## config.mk

```make
export PLATFORM = sky130hd
export DESIGN_NAME = min_max_index_matrix_row_seq
export DESIGN_NICKNAME = d
export VERILOG_FILES = /design/src/rtl/min_max_index_matrix_row_seq.sv
export SDC_FILE = /design/constraint.sdc
export NUM_CORES = 1
export LEC_CHECK = 0
export BUFFER_PORTS_ARGS = -buffer_cell sky130_fd_sc_hd__buf_4
export CORE_ASPECT_RATIO = 0.6
export CORE_MARGIN = 3
export CORE_UTILIZATION = 45
export CTS_BUF_LIST = sky130_fd_sc_hd__clkbuf_4 sky130_fd_sc_hd__clkbuf_8 sky130_fd_sc_hd__clkbuf_16
export CTS_CLUSTER_SIZE = 12
export DETAILED_ROUTE_END_ITERATION = 6
export PLACE_DENSITY = 0.74
export RECOVER_POWER = 25
export SLEW_MARGIN = 25
export SYNTH_ARGS = -nofsm -noshare
export SYNTH_HDL_FRONTEND = slang
export SYNTH_SLANG_ARGS = --single-unit
```

## constraint.sdc

```tcl
create_clock -name clk -period 5.39 [get_ports clk]
set_input_delay 0.2695 -clock clk [delete_from_list [all_inputs] [get_ports clk]]
set_output_delay 0.2695 -clock clk [all_outputs]
set_load 0.02 [all_outputs]
```

## src/rtl/min_max_index_matrix_row_seq.sv

```systemverilog
// Per-row argmin/argmax over an N x M IEEE float matrix, scanning one column per cycle.
// Latency: accept cycle T, result valid in cycle T+M; one matrix per M+1 cycles with out_ready high.
// Backpressure: in_ready is low from accept until the result handshake; out_valid holds until out_ready.
// Optional feature macro: MIN_MAX_INDEX_NAN_SKIP_EN (NaN candidates never win; non-NaN replaces NaN best).
// Ports:
//   clk, rstn           clock (rising edge), asynchronous active-low reset
//   in_valid/in_ready   input handshake; a[N][M] and mode_max sampled at accept
//   mode_max            0 = minimum, 1 = maximum
//   out_valid/out_ready result handshake
//   index[N], c[N]      column and value of selected element per row
module min_max_index_matrix_row_seq #(
  parameter int BITS       = 16,
  parameter     PRECISION  = "HALF",
  parameter int INDEX_BITS = 4,
  parameter int N          = 3,
  parameter int M          = 2
) (
  input  logic                  clk,
  input  logic                  rstn,
  input  logic                  in_valid,
  output logic                  in_ready,
  input  logic                  mode_max,
  input  logic [BITS-1:0]       a [N][M],
  output logic                  out_valid,
  input  logic                  out_ready,
  output logic [INDEX_BITS-1:0] index [N],
  output logic [BITS-1:0]       c [N]
);

  // Column counter only needs to address M columns.
  localparam int CW = (M > 1) ? $clog2(M) : 1;
  localparam logic [CW-1:0] LAST_COL  = CW'(M - 1);
  // With M == 1 the scan never runs; keep the counter inside the array range.
  localparam logic [CW-1:0] FIRST_COL = CW'((M > 1) ? 1 : 0);

  generate
    if (!((PRECISION == "HALF"   && BITS == 16) ||
          (PRECISION == "SINGLE" && BITS == 32) ||
          (PRECISION == "DOUBLE" && BITS == 64))) begin : g_bad_bits
      $error("min_max_index_matrix_row_seq: BITS does not match PRECISION");
    end
    if (M < 1 || M > (1 << INDEX_BITS)) begin : g_bad_m
      $error("min_max_index_matrix_row_seq: M must be in 1..2**INDEX_BITS");
    end
  endgenerate

  // Map a float onto an unsigned key whose integer order matches float order
  // (-0.0 sorts just below +0.0, infinities at the ends).
  function automatic logic [BITS-1:0] f_key(input logic [BITS-1:0] x);
    f_key = x[BITS-1] ? ~x : (x ^ {1'b1, {(BITS-1){1'b0}}});
  endfunction

`ifdef MIN_MAX_INDEX_NAN_SKIP_EN
  localparam int EXP_W = (PRECISION == "DOUBLE") ? 11 :
                         (PRECISION == "SINGLE") ? 8 : 5;

  function automatic logic f_is_nan(input logic [BITS-1:0] x);
    f_is_nan = (&x[BITS-2 -: EXP_W]) && (|x[BITS-EXP_W-2:0]);
  endfunction
`endif

  typedef enum logic [1:0] {S_IDLE, S_SCAN, S_DONE} state_t;

  state_t                r_state;
  state_t                w_state_nxt;
  logic [BITS-1:0]       r_mat   [N][M];
  logic                  r_mode;
  logic [CW-1:0]         r_col;
  logic [BITS-1:0]       r_best  [N];
  logic [INDEX_BITS-1:0] r_idx   [N];
  logic [BITS-1:0]       r_c     [N];
  logic [INDEX_BITS-1:0] r_index [N];

  logic [BITS-1:0]       w_cand  [N];
  logic                  w_win   [N];
  logic                  w_repl  [N];
  logic [BITS-1:0]       w_nbest [N];
  logic [INDEX_BITS-1:0] w_nidx  [N];
  logic                  w_accept;
  logic                  w_last;

  // ---------------- FSM ----------------
  always_ff @(posedge clk or negedge rstn) begin
    if (!rstn) r_state <= S_IDLE;
    else       r_state <= w_state_nxt;
  end

  always_comb begin
    w_state_nxt = r_state;
    in_ready    = 1'b0;
    out_valid   = 1'b0;
    case (r_state)
      S_IDLE: begin
        in_ready = 1'b1;
        if (in_valid) w_state_nxt = (M > 1) ? S_SCAN : S_DONE;
      end
      S_SCAN: begin
        if (r_col == LAST_COL) w_state_nxt = S_DONE;
      end
      S_DONE: begin
        out_valid = 1'b1;
        if (out_ready) w_state_nxt = S_IDLE;
      end
      default: w_state_nxt = S_IDLE;
    endcase
  end

  assign w_accept = (r_state == S_IDLE) && in_valid;
  assign w_last   = (r_state == S_SCAN) && (r_col == LAST_COL);

  // ---------------- Row comparators ----------------
  always_comb begin
    for (int r = 0; r < N; r++) begin
      w_cand[r] = r_mat[r][r_col];
      w_win[r]  = r_mode ? (f_key(w_cand[r]) > f_key(r_best[r]))
                         : (f_key(w_cand[r]) < f_key(r_best[r]));
`ifdef MIN_MAX_INDEX_NAN_SKIP_EN
      w_repl[r] = !f_is_nan(w_cand[r]) && (f_is_nan(r_best[r]) || w_win[r]);
`else
      w_repl[r] = w_win[r];
`endif
      // Strict win only: ties keep the lower column.
      w_nbest[r] = w_repl[r] ? w_cand[r] : r_best[r];
      w_nidx[r]  = w_repl[r] ? INDEX_BITS'(r_col) : r_idx[r];
    end
  end

  // ---------------- Datapath ----------------
  always_ff @(posedge clk or negedge rstn) begin
    if (!rstn) begin
      r_mode <= 1'b0;
      r_col  <= '0;
      for (int r = 0; r < N; r++) begin
        r_best[r]  <= '0;
        r_idx[r]   <= '0;
        r_c[r]     <= '0;
        r_index[r] <= '0;
        for (int k = 0; k < M; k++) r_mat[r][k] <= '0;
      end
    end else if (w_accept) begin
      r_mode <= mode_max;
      r_col  <= FIRST_COL;
      for (int r = 0; r < N; r++) begin
        for (int k = 0; k < M; k++) r_mat[r][k] <= a[r][k];
        r_best[r] <= a[r][0];
        r_idx[r]  <= '0;
        // Single-column matrices go straight to DONE, so publish here.
        if (M == 1) begin
          r_index[r] <= '0;
          r_c[r]     <= a[r][0];
        end
      end
    end else if (r_state == S_SCAN) begin
      if (r_col != LAST_COL) r_col <= r_col + 1'b1;
      for (int r = 0; r < N; r++) begin
        r_best[r] <= w_nbest[r];
        r_idx[r]  <= w_nidx[r];
        // Outputs change only on entry to DONE and then hold.
        if (w_last) begin
          r_index[r] <= w_nidx[r];
          r_c[r]     <= w_nbest[r];
        end
      end
    end
  end

  assign index = r_index;
  assign c     = r_c;

endmodule

```

==> Yosys cells after proc, flatten, opt, wreduce, memory -nomap -nowiden <==
Index checks and enable logic that the tools add are counted.
{ "op_classes": {"n_bitwise": 14, "n_reduce_logical": 6, "eq_ne": 5, "n_mux": 37, "n_lt_le_gt_ge": 7, "addsub": 1} }
{ "op_table": {"columns": ["cell", "count"], "rows": [
  ["16-bit two-way mux", 18],
  ["48-bit two-way mux", 2],
  ["16-bit NOT", 6],
  ["16-bit greater-than comparator", 3],
  ["16-bit < comparator", 3],
  ["12-bit two-way mux", 2],
  ["4-bit two-way mux", 3],
  ["1-bit two-way mux", 8],
  ["1-bit NOT", 7],
  ["2-bit two-way mux", 3],
  ["2-bit != test, second input constant", 3],
  ["2-bit one-hot mux with 3 select lines", 1],
  ["3-bit AND reduction", 2],
  ["2-bit by 1-bit == test with 1-bit output, second input constant", 1],
  ["2-bit == test, second input constant", 1],
  ["2-bit >= comparator, second input constant", 1],
  ["1-bit logical AND", 2],
  ["2-bit logical NOT", 1],
  ["1-bit NOT with 2-bit output", 1],
  ["2-bit nonzero test", 1],
  ["1-bit adder, second input constant", 1]
]} }
{ "totals": {"wordCells": 91, "regBits": 220} }

==> Depth between registers and ports, before layout <==
Gate-level depths: netlist (run 1).
{ "depth": {"word_depth": 11, "mapped_depth": 14, "ltp_nobuf": 9} }

==> Worst setup path after synthesis (run 1) <==
OpenSTA, ideal clock, no wires.
{ "synth_timing": {"path_kind": "register to register", "startpoint": "register r_col", "endpoint": "register r_c (netlist bit c[21])", "arrival_time_ps": 3850, "path_buffers": 5, "setup_time_ps": 123, "path_stages_with_launch": 15, "slack_ps": 1417, "cell_sequence": "dfrtp_1 > clkbuf_8 > clkbuf_1 > mux2i_1 > buf_2 > xor2_1 > ha_1 > nand4_2 > or4_1 > nand2_1 > a31oi_1 > or3_1 > buf_6 > buf_6 > o221a_1"} }
{ "synth_between": {"elab_chain_cells": 9, "elab_cells_between_ends": 13, "cone_classes": "order compare (2); mux (6); bitwise (3); reduce/logical (2)"} }
{ "synth_lines": {"columns": ["item", "line", "rtl"], "rows": [
  ["start, declared", "68", "logic [CW-1:0] r_col;"],
  ["start signal, assigned", "154", "if (r_col != LAST_COL) r_col <= r_col + 1'b1;"],
  ["1-bit NOT with 2-bit output (implied by the code)", "114", "w_cand[r] = r_mat[r][r_col];"],
  ["16-bit two-way mux (implied by the code) (3 in a row)", "114", null],
  ["16-bit NOT or 1-bit NOT (tied branches)", null, null],
  ["16-bit two-way mux", "50", "f_key = x[BITS-1] ? ~x : (x ^ {1'b1, {(BITS-1){1'b0}}});"],
  ["16-bit < comparator or 16-bit greater-than comparator (tied branches)", "116, 115", null],
  ["1-bit two-way mux", "115", "w_win[r] = r_mode ? (f_key(w_cand[r]) > f_key(r_best[r]))"],
  ["16-bit two-way mux", "123", "w_nbest[r] = w_repl[r] ? w_cand[r] : r_best[r];"],
  ["end signal, assigned by index", "150", "r_c[r] <= a[r][0];"],
  ["end signal, assigned by index", "161", "r_c[r] <= w_nbest[r];"],
  ["end, declared", "71", "logic [BITS-1:0] r_c [N];"]
]} }
Several ways; a longest one is shown, not always the timed one. The select of a mux whose other input is x is not followed.
A chain may end at the register's enable or synchronous reset.

==> Final worst setup path (run 1) <==
{ "layout_timing": {"startpoint": "register r_col", "endpoint": "register r_c (netlist bit c[20])"} }
The elaborated chain is that of the path after synthesis.

==> results of run 1 <==
==> worst max-delay path, stage by stage, from the launching register on <==
cell and delay [ns]:
dfrtp_1 0.75, buf_12 0.35, mux2i_2 0.24, buf_4 0.31
xor2_1 0.20, ha_1 0.28, a21oi_1 0.17, o21a_1 0.14
a2bb2oi_1 0.25, and4b_1 0.83, or3_1 0.65, o221a_2 0.32
==> how the worst max path moves through the flow <==
stage          start    end  slack (ns)
4_1_cts        r_col  c[20]        1.07
6_report       r_col  c[20]        0.81
2_1_floorplan  r_col  c[21]        1.42
3_5_place_dp   r_col  c[20]        1.09
3_3_place_gp   r_col  c[19]        1.25
5_1_grt        r_col  c[29]        0.55
==> state kept, by name (all words and copies together), names as in the netlist <==
| name | flops |
|---|---|
| r_mat | 96 |
| r_col | 1 |
| c | 48 |
| r_mode | 1 |
| index | 12 |
| r_state | 2 |
| r_idx | 12 |
| r_best | 48 |
==> what timing repair did <==
item	4_1_cts	5_1_grt
endpoints found under the setup margin	0	0
setup buffers	0	0
hold buffers	51	0
hold endpoints to repair	135	0
==> placed cells by master (no fill, tap or decap), drive strengths merged, types with 2 or more instances in the layout <==
| master | instances |
|---|---|
| nor3 | 8 |
| nor2 | 25 |
| a221o | 48 |
| o221a | 32 |
| o211ai | 34 |
| and4b | 2 |
| xnor2 | 58 |
| nand4 | 12 |
| inv | 54 |
| o21ai | 22 |
| ha | 48 |
| mux2i | 38 |
| dlygate4sd3 | 51 |
| clkbuf | 71 |
| o31ai | 2 |
| bufinv | 2 |
| or3 | 2 |
| a21o | 50 |
| a211oi | 33 |
| buf | 144 |
| a2bb2oi | 2 |
| dfrtp | 220 |
| nor2b | 4 |
| a2111o | 2 |
| o21a | 3 |
| a21oi | 20 |
| a31oi | 2 |
| and3 | 51 |
| a22o | 2 |
| or2 | 2 |
| xor2 | 32 |
| nand2 | 191 |
| or4 | 3 |
| and2 | 12 |
| mux2 | 15 |
==> where the power goes <==
part | total (mW) | leakage [nW] | switching (mW) | internal (mW)
clock | 1.58 | 0.361 | 0.635 | 0.940
sequential | 3.07 | 2.70 | 0.661 | 2.41
combinational | 5.57 | 4.03 | 3.22 | 2.36
total | 10.2 | 7.09 | 4.51 | 5.71
==> per-layer routing <==
metal,up-vias,track usage (%),share of wire [%]
li1,4324,-,-
met1,4533,34.8,50
met2,301,34.1,42
met3,43,4.63,6.3
met4,0,5.55,2.1
met5,-,0,0
==> logic make-up after synthesis <==
logic type               Yosys count
AO/OA/AOI/OAI                    256
XOR/XNOR                          90
adder cells (fa/ha/maj)           48
buffers and inverters            132
flip-flops                       220
multiplexers                      53
AND/OR/NAND/NOR                  315
==> synth_stat cells (all sizes together), types with 4 or more instances <==
cell    count  area, um2
dfrtp     220       5510
nand2     191        719
xnor2      58        508
inv        54        203
clkbuf     52        255
and3       51        319
a21o       50        375
a221o      48        480
ha         48        601
mux2i      38        384
o211ai     34        255
a211oi     33        248
o221a      32        360
xor2       32        280
nor2       25       93.8
buf        24        150
o21ai      22        110
a21oi      20        100
mux2       15        169
and2       12       75.1
nand4      12       87.6
nor3        8       55.1
nor2b       4       25.0
==> stage by stage <==
step	util [%]	total power, mW	setup slack, ns
after floorplan	-	7.06	1.42
after CTS	57.7	10.3	1.07
after global placement	52.7	8.47	1.25
after detailed placement	52.7	8.68	1.09
final	57.2	10.2	0.807
after global routing	57.2	11.0	0.552
==> final cells by class <==
| class | instances | area [um2] |
|---|---|---|
| sequential | 220 | 5510 |
| clock inverter | 2 | 60.1 |
| clock buffer | 32 | 662 |
| inverter | 54 | 203 |
| timing repair buffer | 234 | 1780 |
| tap | 322 | 403 |
| fill | 2154 | 10600 |
| multi-input combinational | 762 | 5550 |
==> impl_metrics.yaml, run 1 <==
clocking:
  cts_tree: "done"
  h-tree-depth: 1
  cts.path.max_buffers: 3
  ctsRootBufferMaster: "clkbuf_16"
  cts_num_sinks: 220
  cts.repair.resized: 0
  cts_buffers: 23
  clk_pin_slew_ns: 0.06
  insertion_delay_ns: 0.51
global_routing:
  grt_pass1_vias: 9217
  grt_max_degree: 88
  grt_use_total_pct: 23.0
  gr-total-overflow: 0
  grt_pass1_wl_um: 50900
  grt_antenna_before_repair: 0
min_path:
  hold_end: "r_mat[56]"
  hp-start: "a[56]"
  hold_depth: 3
  worstHoldPathType: "in -> reg"
yosys:
  postSynthAreaPerCell_um2: 10.4
  synthAdderAreaFrac_pct: 5.17
  synth_ff_type: "dfrtp_1"
  synth_compound_area_share_pct: 17.9
  synth_edf_count: 0
  syn-num-nets: 1263
  yosysWarnings: 0
  synth_top_family_by_area: "compound AO/OA/AOI/OAI gates"
  synthCells: 1114
  muxShareOfSynthArea_pct: 4.76
  synth_area_um2: 11600
  seq_area_frac_synth_pct: 47.3
  synth_cell_types: 53
  synth_xor_area_share_pct: 6.78
  async_flop_share_pct: 100
  yosys.area_share.simple_pct: 12.6
  synth-seq-cells: 220
timing:
  slew_violations: 0
  final_hold_viol_count: 0
  fmax_ghz: 0.218
  clock-skew-final_ns: 0.00616
  finalSetupViolations: 0
  hold_ws_ns: 0.114
  worst_slew_pin_slew_ns: 1.01
  finalCritPeriodShare_pct: 85.0
  tns_ns: 0
  rsz0062_at_grt: "false"
  fin_crit_ns: 4.58
  relSlewSlack_pct: 32.9
routing:
  drtIter0Drc: 590
  via_per_inst: 5.66
  drtPass1Iterations: 5
  drc: 0
  ant_nets: 0
  totalWireLength_um: 32500
  vias: 9201
  post_drt_wl_per_cell_um: 20.0
run:
  drv_cap: 0
place:
  dp_cells: 1540
  place_area_um2: 13100
  hpwlAfterDp_um: 21700
  gp_congestion: 0.817
  portBuffers: 162
setup_path:
  required_ns: 5.84
  cp_max_fo: 33
  reg2reg_slack_ns: 0.81
  arrival_ns: 5.03
  cp-end-kind: "register"
  rr_startpoint: "r_col"
  r2r_cells: 11
  crit_type: "reg -> reg"
  r2r-end: "c[20]"
  cp-start-kind: "register"
die:
  rows: 44
  die_area_um2: 27900
  dieWidth_um: 214
  design.core.area_um2: 24800
  start_util_pct: 46.9
  die-height_um: 131
  io_pins: 163
power_and_ir_drop:
  ir_worst_vdd_mv: 0.299
  p_per_area_nw_per_um2: 722
  p_leak_nw: 7.09
cells_and_area:
  layout.nets: 1444
  diodes: 0
  drive_above_1_share_pct: 17.4
  fin_cells: 1626
  area_growth_pct: 21.8
  design_area_um2: 14200
status:
  status: "finished, final reports clean"
(Power assumes the default switching activity.)
==> run 2, diff against run 1 <==
- ABC_AREA: not set -> 1
==> run 2 against run 1 <==
Net effect: maximum frequency rose by 18%; the flow now finishes with violations (capacitance limit, slew limit); count of clock-buffer cells in the layout rose by 1; die area rose by 8.7%; setup slack improved by 0.71 ns; clock power fell by 4%; combinational power rose by 22%; clock skew rose by 0.0059 ns; area after synthesis rose by 9.0%; synthesized cell count rose by 44%.
==> impl_metrics.yaml, run 2 <==
clocking:
  insertion_delay_ns: 0.53
  h-tree-depth: 1
  cts.path.max_buffers: 3
  cts_num_sinks: 220
  cts_tree: "done"
  cts_setup_buffers: 0
  clk_pin_slew_ns: 0.06
  ctsRootBufferMaster: "clkbuf_16"
  cts_buffers: 23
global_routing:
  grt_max_degree: 105
  grt_pass1_wl_um: 56100
  gr-total-overflow: 0
  grt_antenna_before_repair: 1
  grt_pass1_vias: 11000
  grt_use_total_pct: 22.7
cells_and_area:
  fill_cells: 2449
  final_common_cell: "nand2_1"
  diodes: 0
  area_growth_pct: 21.9
  final_cell_mix: "520 x nand2_1, 221 x inv_1, 220 x dfrtp_1"
  largest_reg_flops: 96
  drive_above_1_share_pct: 16.3
  top_register: "r_mat"
  layout.nets: 1962
  fin_cells: 2183
yosys:
  synthCells: 1605
  synthTopCellsByCount: "520 x nand2_1, 221 x inv_1, 220 x dfrtp_1"
  synth_area_um2: 12700
  seq_area_frac_synth_pct: 43.4
  synth_ff_type: "dfrtp_1"
  synth-seq-cells: 220
  async_flop_share_pct: 100
  postSynthAreaPerCell_um2: 7.90
  yosysWarnings: 0
  synth_area_leaders: "dfrtp_1 43%, nand2_1 15%, inv_1 6.5%"
  synth_cell_types: 36
  netlist.area_leader.share_pct: 43.4
  yosysTopAreaCell: "dfrtp_1"
  synth_edf_count: 0
  syn-num-nets: 1754
  yosysMostFrequentCell: "nand2_1"
place:
  hpwlAfterDp_um: 22700
  dp_cells: 2063
  portBuffers: 162
  gp_congestion: 0.842
setup_path:
  required_ns: 5.79
  r2r_cells: 13
  startpoint: "r_col"
  arrival_ns: 4.28
  reg2reg_slack_ns: 1.51
  cp-endpoint: "c[45]"
  cp_max_fo: 60
  cp-end-kind: "register"
  cp-start-kind: "register"
  crit_type: "reg -> reg"
  rr_startpoint: "r_col"
  r2r-end: "c[45]"
die:
  start_util_pct: 46.9
  die-height_um: 136
  io_pins: 163
  rows: 46
  die_area_um2: 30300
  dieWidth_um: 223
  design.core.area_um2: 27100
timing:
  worst_slew_pin_slew_ns: 2.70
  finalCritPeriodShare_pct: 71.9
  slew_violations: 105
  tns_ns: 0
  clock-skew-final_ns: 0.0121
  finalSetupViolations: 0
  relSlewSlack_pct: -79.8
  fmax_ghz: 0.258
  fin_crit_ns: 3.88
  rsz0062_at_grt: "false"
  final_hold_viol_count: 0
power_and_ir_drop:
  p_per_area_nw_per_um2: 730
  ir_worst_vdd_mv: 0.393
  p_leak_nw: 8.29
routing:
  vias: 11000
  m1WireLength_um: 16800
  ant_nets: 0
  drc: 0
  post_drt_wl_per_cell_um: 15.8
  top_layer: "met5"
  drtPass1Iterations: 5
  wl_met2_um: 15000
  via_per_inst: 5.03
  wl_met3_um: 1980
  totalWireLength_um: 34500
  drtIter0Drc: 908
min_path:
  worstHoldPathType: "in -> reg"
status:
  failed_checks: "capacitance limit, slew limit"
  status: "complete, but fails checks"
run:
  drv_cap: 1
-- run 2: cell types whose count changed in the layout (fill, tap and decap cells not counted), moves of 25 or more --
| cell | previous run | this run |
|---|---|---|
| a211oi_1 | 33 | 0 |
| a21o_1 | 50 | 3 |
| a21oi_2 | 0 | 27 |
| a221o_1 | 48 | 0 |
| and3_1 | 51 | 0 |
| dlygate4sd3_1 | 51 | 85 |
| inv_1 | 54 | 221 |
| mux2i_1 | 34 | 0 |
| nand2_1 | 189 | 520 |
| nand2_2 | 1 | 30 |
| nand3_1 | 1 | 126 |
| nand3_2 | 0 | 25 |
| o211ai_1 | 34 | 0 |
| o21ai_0 | 22 | 103 |
-- run 2: stage by stage --
stage	hold slack (ns)	setup WS [ns]	total power [mW]	util [%]	instance area (um2)
4_1_cts	0.00110	1.56	11.4	57.5	15500
3_5_place_dp	0.371	1.58	9.74	51.8	14000
6_report	0.0228	1.51	11.3	57.1	15400
5_1_grt	0.0165	1.25	12.3	57.1	15400
3_3_place_gp	0.362	1.69	9.49	51.8	14000
2_1_floorplan	-0.0261	2.65	8.18	-	12700
-- run 2: cell type report --
| class | count | area, um2 | share of cell area, % |
|---|---|---|---|
| timing repair buffer | 259 | 2070 | 13.4 |
| clock buffer | 33 | 676 | 4.37 |
| tap | 360 | 450 | 2.92 |
| clock inverter | 2 | 10.0 | 0.0648 |
| sequential | 220 | 5510 | 35.6 |
| multi-input combinational | 1081 | 5880 | 38.0 |
| inverter | 228 | 863 | 5.59 |
-- run 2: critical path, stage by stage (launching register included) --
cell     delay (ns)
dfrtp_1        0.48
inv_2          0.75
buf_4          0.37
o21ai_0        0.22
xor2_1         0.22
ha_1           0.33
a21oi_1        0.15
o21ai_1        0.11
a21oi_4        0.20
nand3_4        0.30
nand2_8        0.30
nand2_2        0.10
nand3_1        0.12
nand2_1        0.07
-- run 2: power breakdown --
group / total [mW] / internal [mW] / switching, mW
sequential: 2.94 / 2.41 / 0.528
combinational: 6.82 / 2.46 / 4.36
clock: 1.52 / 0.860 / 0.655
-- run 2: kinds of logic (layout without fill, tap and decap cells) --
group	count (synthesis)	count (layout)	share of synthesized area [%]
fa+ha+maj	48	48	4.74
simple gates	750	750	26.5
xor+xnor	90	90	6.22
mux	3	3	0.326
flops	220	220	43.4
buf+inv	304	522	10.2
compound gates	190	190	8.53
-- run 2: per-layer routing --
layer	vias to the layer above	GRT usage (%)
met4	2	5.50
met1	5216	32.7
met2	320	36.1
met5	-	0
met3	69	3.84
li1	5384	-
-- run 2: repair_timing --
| action | 4_1_cts | 5_1_grt |
|---|---|---|
| endpoints found under the hold margin | 186 | 0 |
| gates resized for setup | 0 | 0 |
| setup endpoints to repair | 0 | 0 |
| hold buffers | 85 | 0 |
-- run 2: worst min path at each step --
stage | cells past startpoint | startpoint | to | slack [ns]
global placement | 1 | rstn | c[34] | 0.36
finish | 3 | a[48] | r_mat[48] | 0.02
CTS | 3 | a[56] | r_mat[56] | 0.001
detailed placement | 1 | rstn | c[34] | 0.37
floorplan | 0 | rstn | c[0] | -0.03
global route | 3 | a[62] | r_mat[62] | 0.02
